<file path="src/rtl/rv4028_bus_arbiter_if.sv">
// rtl/rv4028_bus_arbiter_if.sv - RV4028 external bus arbitration signal bundle
interface rv4028_bus_arbiter_if #(
    parameter int NUM_MASTERS = 2
);
    logic                   busrq_n;
    logic                   busack_n;
    logic [NUM_MASTERS-1:0] dma_req;
    logic [NUM_MASTERS-1:0] dma_grant;
    logic [NUM_MASTERS-1:0] dma_yield;
    logic [3:0]             bus_owner;

    // Arbiter side: drives the core request and the per-master grants.
    modport master (
        output busrq_n,
        output dma_grant,
        output dma_yield,
        output bus_owner,
        input  busack_n,
        input  dma_req
    );

    // Environment side: the core acknowledge and the DMA requesters.
    modport slave (
        input  busrq_n,
        input  dma_grant,
        input  dma_yield,
        input  bus_owner,
        output busack_n,
        output dma_req
    );
endinterface

</file>
<file path="src/rtl/rv4028_bus_arbiter.sv">
// rtl/rv4028_bus_arbiter.sv - round-robin arbiter sharing the RV4028 bus between CPU and DMA masters
module rv4028_bus_arbiter #(
    parameter int NUM_MASTERS = 2,
    parameter int MAX_HOLD    = 64,
    parameter int TURNAROUND  = 1,
    parameter int MIN_CPU     = 16
) (
    input  logic                 clk,
    input  logic                 rst_n,
    rv4028_bus_arbiter_if.master bus
);
    localparam int IDX_W  = (NUM_MASTERS > 1) ? $clog2(NUM_MASTERS) : 1;
    localparam int HOLD_W = $clog2(MAX_HOLD + 2);
    localparam logic [NUM_MASTERS-1:0] ONE = 1;
    localparam logic [3:0] OWNER_CPU   = 4'd0;
    localparam logic [3:0] OWNER_TRANS = 4'd15;

    typedef enum logic [2:0] {
        IDLE,
        WAIT_ACK,
        TURN_IN,
        GRANT,
        TURN_OUT,
        RELEASE
    } state_t;

    state_t                 state_q,  state_nxt;
    logic [IDX_W-1:0]       win_q,    win_nxt;
    logic [IDX_W-1:0]       last_q,   last_nxt;
    logic [7:0]             cpu_q,    cpu_nxt;
    logic [3:0]             turn_q,   turn_nxt;
    logic [HOLD_W-1:0]      hold_q,   hold_nxt;
    logic                   busrq_q,  busrq_nxt;
    logic [NUM_MASTERS-1:0] grant_q,  grant_nxt;
    logic [NUM_MASTERS-1:0] yield_q,  yield_nxt;
    logic [3:0]             owner_q,  owner_nxt;

    logic [IDX_W-1:0]       pick;
    logic                   pick_found;

    // Round-robin search: first requester after the last granted index, wrapping.
    always_comb begin
        int j;
        j          = 0;
        pick       = last_q;
        pick_found = 1'b0;
        for (int i = 1; i <= NUM_MASTERS; i++) begin
            j = int'(last_q) + i;
            if (j >= NUM_MASTERS) begin
                j = j - NUM_MASTERS;
            end
            if (!pick_found && bus.dma_req[IDX_W'(j)]) begin
                pick       = IDX_W'(j);
                pick_found = 1'b1;
            end
        end
    end

    // Next-state and next-output logic; every ownership change goes via the CPU.
    always_comb begin
        state_nxt = state_q;
        win_nxt   = win_q;
        last_nxt  = last_q;
        cpu_nxt   = cpu_q;
        turn_nxt  = turn_q;
        hold_nxt  = hold_q;
        busrq_nxt = busrq_q;
        grant_nxt = grant_q;
        yield_nxt = yield_q;
        owner_nxt = owner_q;
        case (state_q)
            IDLE: begin
                if (cpu_q != 8'd0) begin
                    cpu_nxt = cpu_q - 8'd1;
                end else if (pick_found) begin
                    win_nxt   = pick;
                    busrq_nxt = 1'b0;
                    owner_nxt = OWNER_TRANS;
                    state_nxt = WAIT_ACK;
                end
            end
            WAIT_ACK: begin
                if (!bus.busack_n) begin
                    turn_nxt  = 4'(TURNAROUND - 1);
                    state_nxt = TURN_IN;
                end else if (!bus.dma_req[win_q]) begin
                    busrq_nxt = 1'b1;
                    state_nxt = RELEASE;
                end
            end
            TURN_IN: begin
                if (turn_q == 4'd0) begin
                    grant_nxt = ONE << win_q;
                    owner_nxt = 4'(win_q) + 4'd1;
                    hold_nxt  = '0;
                    last_nxt  = win_q;
                    state_nxt = GRANT;
                end else begin
                    turn_nxt = turn_q - 4'd1;
                end
            end
            GRANT: begin
                if (bus.busack_n) begin
                    // Core let go of the bus under us: stop driving immediately.
                    grant_nxt = '0;
                    yield_nxt = '0;
                    owner_nxt = OWNER_TRANS;
                    busrq_nxt = 1'b1;
                    state_nxt = RELEASE;
                end else if (!bus.dma_req[win_q]) begin
                    grant_nxt = '0;
                    yield_nxt = '0;
                    owner_nxt = OWNER_TRANS;
                    turn_nxt  = 4'(TURNAROUND - 1);
                    state_nxt = TURN_OUT;
                end else begin
                    if (hold_q != '1) begin
                        hold_nxt = hold_q + 1'b1;
                    end
                    // Yield is only a hint; the grant is held until the master lets go.
                    if ((MAX_HOLD != 0) && (hold_q == HOLD_W'(MAX_HOLD - 1))) begin
                        yield_nxt = ONE << win_q;
                    end
                end
            end
            TURN_OUT: begin
                if (turn_q == 4'd0) begin
                    busrq_nxt = 1'b1;
                    state_nxt = RELEASE;
                end else begin
                    turn_nxt = turn_q - 4'd1;
                end
            end
            RELEASE: begin
                if (bus.busack_n) begin
                    cpu_nxt   = 8'(MIN_CPU);
                    owner_nxt = OWNER_CPU;
                    state_nxt = IDLE;
                end
            end
            default: begin
                state_nxt = IDLE;
            end
        endcase
    end

    // State and registered outputs.
    always_ff @(posedge clk) begin
        if (!rst_n) begin
            state_q <= IDLE;
            win_q   <= '0;
            last_q  <= IDX_W'(NUM_MASTERS - 1);
            cpu_q   <= 8'd0;
            turn_q  <= 4'd0;
            hold_q  <= '0;
            busrq_q <= 1'b1;
            grant_q <= '0;
            yield_q <= '0;
            owner_q <= OWNER_CPU;
        end else begin
            state_q <= state_nxt;
            win_q   <= win_nxt;
            last_q  <= last_nxt;
            cpu_q   <= cpu_nxt;
            turn_q  <= turn_nxt;
            hold_q  <= hold_nxt;
            busrq_q <= busrq_nxt;
            grant_q <= grant_nxt;
            yield_q <= yield_nxt;
            owner_q <= owner_nxt;
        end
    end

    assign bus.busrq_n   = busrq_q;
    assign bus.dma_grant = grant_q;
    assign bus.dma_yield = yield_q;
    assign bus.bus_owner = owner_q;
endmodule
</file>
<file path="src/flat_wrapper.sv">
// flat-port wrapper written by rule: the top's interface ports become plain ports
module rv4028_bus_arbiter_flat 
#(
    parameter int NUM_MASTERS = 2,
    parameter int MAX_HOLD    = 64,
    parameter int TURNAROUND  = 1,
    parameter int MIN_CPU     = 16
)
  (clk, rst_n, bus_busrq_n, bus_dma_grant, bus_dma_yield, bus_bus_owner, bus_busack_n, bus_dma_req);
  rv4028_bus_arbiter_if #(.NUM_MASTERS(NUM_MASTERS)) bus_i ();
  input  logic clk;
  input  logic rst_n;
  output wire logic [$bits(bus_i.busrq_n)-1:0] bus_busrq_n;
  output wire logic [$bits(bus_i.dma_grant)-1:0] bus_dma_grant;
  output wire logic [$bits(bus_i.dma_yield)-1:0] bus_dma_yield;
  output wire logic [$bits(bus_i.bus_owner)-1:0] bus_bus_owner;
  input wire logic [$bits(bus_i.busack_n)-1:0] bus_busack_n;
  input wire logic [$bits(bus_i.dma_req)-1:0] bus_dma_req;
  assign bus_busrq_n = bus_i.busrq_n;
  assign bus_dma_grant = bus_i.dma_grant;
  assign bus_dma_yield = bus_i.dma_yield;
  assign bus_bus_owner = bus_i.bus_owner;
  assign bus_i.busack_n = bus_busack_n;
  assign bus_i.dma_req = bus_dma_req;
  rv4028_bus_arbiter #(.NUM_MASTERS(NUM_MASTERS), .MAX_HOLD(MAX_HOLD), .TURNAROUND(TURNAROUND), .MIN_CPU(MIN_CPU)) u_core (.clk(clk), .rst_n(rst_n), .bus(bus_i));
endmodule
</file>
<file path="config.mk">
export PLATFORM = sky130hd
export DESIGN_NAME = rv4028_bus_arbiter_flat
export DESIGN_NICKNAME = d
export VERILOG_FILES = /design/src/rtl/rv4028_bus_arbiter_if.sv /design/src/rtl/rv4028_bus_arbiter.sv /design/src/flat_wrapper.sv
export SDC_FILE = /design/constraint.sdc
export NUM_CORES = 1
export LEC_CHECK = 0
export ABC_AREA = 1
export BUFFER_PORTS_ARGS = -buffer_cell sky130_fd_sc_hd__buf_2
export CAP_MARGIN = 25
export CORE_ASPECT_RATIO = 1.4
export CORE_MARGIN = 3
export CORE_UTILIZATION = 50
export DETAILED_ROUTE_END_ITERATION = 7
export PLACE_DENSITY = 0.77
export SYNTH_ARGS = -nofsm -noshare
export SYNTH_HDL_FRONTEND = slang
export SYNTH_SLANG_ARGS = --single-unit
</file>
<file path="constraint.sdc">
create_clock -name clk -period 1.9 [get_ports clk]
set_clock_uncertainty 0.15 [all_clocks]
set_input_delay 0.57 -clock clk [delete_from_list [all_inputs] [get_ports clk]]
set_output_delay 0.57 -clock clk [all_outputs]
set_load 0.005 [all_outputs]
</file>
==> summary.md <==
| Metric | Value |
|---|---|
| Largest net degree at the start of global routing | 12 |
| Fraction of final layout cells sized beyond drive strength 1 | 0.1938 |
| Area after DPL | 2142 sq um |
| Crit path buf inv count | 1 |
| Final Setup Violations | 0 |
| Initial antenna violation count | 0 |
| Core Area | 3774 sq um |
| Number of synthesized flops with an enable pin | 0 |
| CTS Sinks | 32 |
| Drt pass-1 iters | 4 |
| Net Switching | 0.001962 W |
| Fin crit share | 0.9072 |
| Setup tns final | 0 ns |
| Most used DFF post-synth | dfxtp_1 |
| Setup Fix Bufs, Post-CTS | 0 |
| Mapped Nets | 315 |
| Crit Path Class | reg2reg |
| Met3 Usage GRT | 0.04928 |
| Total die area | 4856 sq um |
| Multi-input gate area | 1216 sq um |
| Power density over the cells | 1799 nW/um^2 |
| Die W | 59.76 um |
| Final core utilization | 0.5882 |
| IO buf count | 13 |
| Area grow syn2layout | 9.709% |
| CP Cell Sequence | inv_1, ha_1, nand2_1, nor2_1, nor2_1, nor2_1, nand3_1, nand2_1, nand2_1, nor2_1 |
| Drt drc | 0 |
| Number of synthesized register bits | 32 |
| Max-Cap Viols | 0 |
| # fillers | 373 |
| Routed vias/inst | 5.243 |
| CP top delay family | simple AND/OR/NAND/NOR gates |
| Die H | 81.27 um |
| Crit path DAT | 1.76 ns |
| Clk Latency, worst-skew pair | 0.28 ns |
| Clk network pwr share | 0.122 |
| Crit Path Max Fanout | 4 |
| Met1 Usage GRT | 0.2217 |
| Most used cell, CP | nor2_1 |
| Htree depth | 2 |
| Wire length per cell | 11.67 um |
| CTS Hold Bufs | 0 |
| RSZ-0062 raised after global routing | no |
| Seq. cell area | 640.6 sq um |
| Synth top area cells | dfxtp_1 32%, nand2_1 14%, nor2_1 8.5% |
| Critical Path End Type | flip-flop |
| Clock buffer depth | 2 |
| Placed wire-length estimate | 3292 um |
| Synthesis Warnings | 0 |
| Root Buffer | clkbuf_8 |
| Critical path required time | 1.93 ns |
| WL final | 4283 um |
| Commonest non-fill, non-tap cell in the layout | nand2_1 |
| Starting density of the core | 0.5361 |
| Sw frac | 0.4913 |
| CP max stage delay | 0.37 ns |
| Final GP Congestion | 0.8859 |
| Startpoint types | flip-flop |
| Slowest-stage cell, CP | dfxtp_1 |
| Post-route ant nets | 0 |
| Logic pwr share | 0.598 |
| Most frequent cells in the layout | 74 x nand2_1, 46 x nor2_1, 32 x dfxtp_1 |
| Fin crit period | 1.724 ns |
| Max Freq | 0.5802 GHz |
| Iter 0 DRT Violations | 99 |
| Final nets | 334 |
| TritonCTS clock tree | built |
| Max Slew Vio Count | 0 |
| Worst slew pin tran | 0.4349 ns |
| I/O pins | 14 |
| Post-route setup slack | 0.1764 ns |
| Remaining Overflow, GRT | 0 |
| Seq/Total Area, Yosys | 0.3166 |
| Wire length of the first global-routing pass | 7596 um |
| Yosys top cell by area | dfxtp_1 |
| Post-synthesis average cell area | 6.612 sq um |
| Layer with the highest usage | met2 |
| Total GRT Usage | 0.2063 |
| Max VDD drop | 0.001245 V |
| Worst-path clk slew | 0.06 ns |
| LEAKAGE | 1.024 nW |
| Met2 track demand over resource | 0.3604 |
| Vias in the first global route | 1793 |
| Min-delay worst type | reg2reg |
| Post-route cell area | 2220 sq um |
| Sequential share of power | 0.280 |
| ANT cells | 0 |
| Synthesized cell area | 2023 sq um |
| Outcome | finished, final reports clean |
| Cts bufs inserted | 5 |
| Pre-CTS setup slack | 0.1051 ns |
| Post-synthesis cell type count | 32 |
| Via count | 1924 |
| Post-synth top area share | 0.3166 |
| Internal Power | 0.002031 W |
| Post_cts resized | 0 |
| Worst hold slack | 0.3048 ns |
| Final Hold Viols | 0 |
| Mapped Cells | 306 |
| # rows | 26 |
| Slew HR | 0.7079 |
| Asr flop ratio synth | 0 |
-- path summary, 6_finish.rpt --
| kind | start | end | slack (ns) | cells after the start |
|---|---|---|---|---|
| worst max-delay path | u_core.cpu_q[0] | u_core.bus.bus_owner[1] | 0.18 | 10 |
| worst min-delay path | u_core.bus.busrq_n | u_core.bus.busrq_n | 0.30 | 2 |
| worst max register to register | u_core.cpu_q[0] | u_core.bus.bus_owner[1] | 0.18 | 10 |
| worst min register to register | u_core.bus.busrq_n | u_core.bus.busrq_n | 0.30 | 2 |
-- flip-flops by register name, indices dropped and copies added (netlist names) --
name	flops
u_core.bus.busrq_n	1
u_core.bus.bus_owner	3
u_core.cpu_q	8
u_core.hold_q	7
u_core.bus.dma_grant	2
u_core.turn_q	4
u_core.win_q	1
u_core.last_q	1
u_core.bus.dma_yield	2
u_core.state_q	3
-- cell families after synthesis --
kind of cell    count (synthesis)  synth area share
buf+inv                        42           0.08225
xor+xnor                        1          0.004330
simple gates                  191            0.4749
compound gates                 36           0.09709
fa+ha+maj                       4           0.02474
flops                          32            0.3166
-- cells in the mapped netlist, types with 4 or more instances --
library cell,number
nor2_2,4
dfxtp_1,32
nor3_1,4
nor2_1,46
ha_1,4
inv_2,12
a21oi_1,21
nor2_4,6
inv_1,25
nand2_1,74
o21ai_1,7
o21ai_0,4
nand3_1,30
nand2_2,5
-- power groups by stage --
stage / combinational, W / sequential, W / clock, W
after global placement: 0.00236 / 0.00112 / 0
after CTS: 0.00241 / 0.00112 / 0.000517
final: 0.00239 / 0.00112 / 0.000488
after global routing: 0.00276 / 0.00115 / 0.000550
after floorplan: 0.00193 / 0.00110 / 0
after detailed placement: 0.00240 / 0.00113 / 0
-- per-layer routing --
layer  vias to the layer above  share of wire
met3                        10          0.041
met4                         0          0.032
met1                       855           0.43
met2                        38           0.50
li1                       1021              -
met5                         -              0
-- final cells by class --
| cell class | count | area share |
|---|---|---|
| multi-input cells | 232 | 0.5479 |
| flip-flops and latches | 32 | 0.2886 |
| inverters | 38 | 0.06539 |
| repair buffers | 16 | 0.03946 |
| clock buffers | 6 | 0.03269 |
| well taps | 42 | 0.02368 |
| clock inverters | 1 | 0.002255 |
-- worst register-to-register path, cell delays in order (launching register included) --
cell	delay [ns]
dfxtp_1	0.37
inv_1	0.09
ha_1	0.20
nand2_1	0.13
nor2_1	0.09
nor2_1	0.30
nor2_1	0.07
nand3_1	0.09
nand2_1	0.06
nand2_1	0.05
nor2_1	0.04
-- through the flow --
step | total power (W) | instances
global route | 0.004462 | 367
detailed placement | 0.003529 | 360
floorplan | 0.003025 | 306
finish | 0.003993 | 367
global placement | 0.003487 | 360
CTS | 0.004044 | 367
Note: power is estimated with default switching activity, not from simulation.
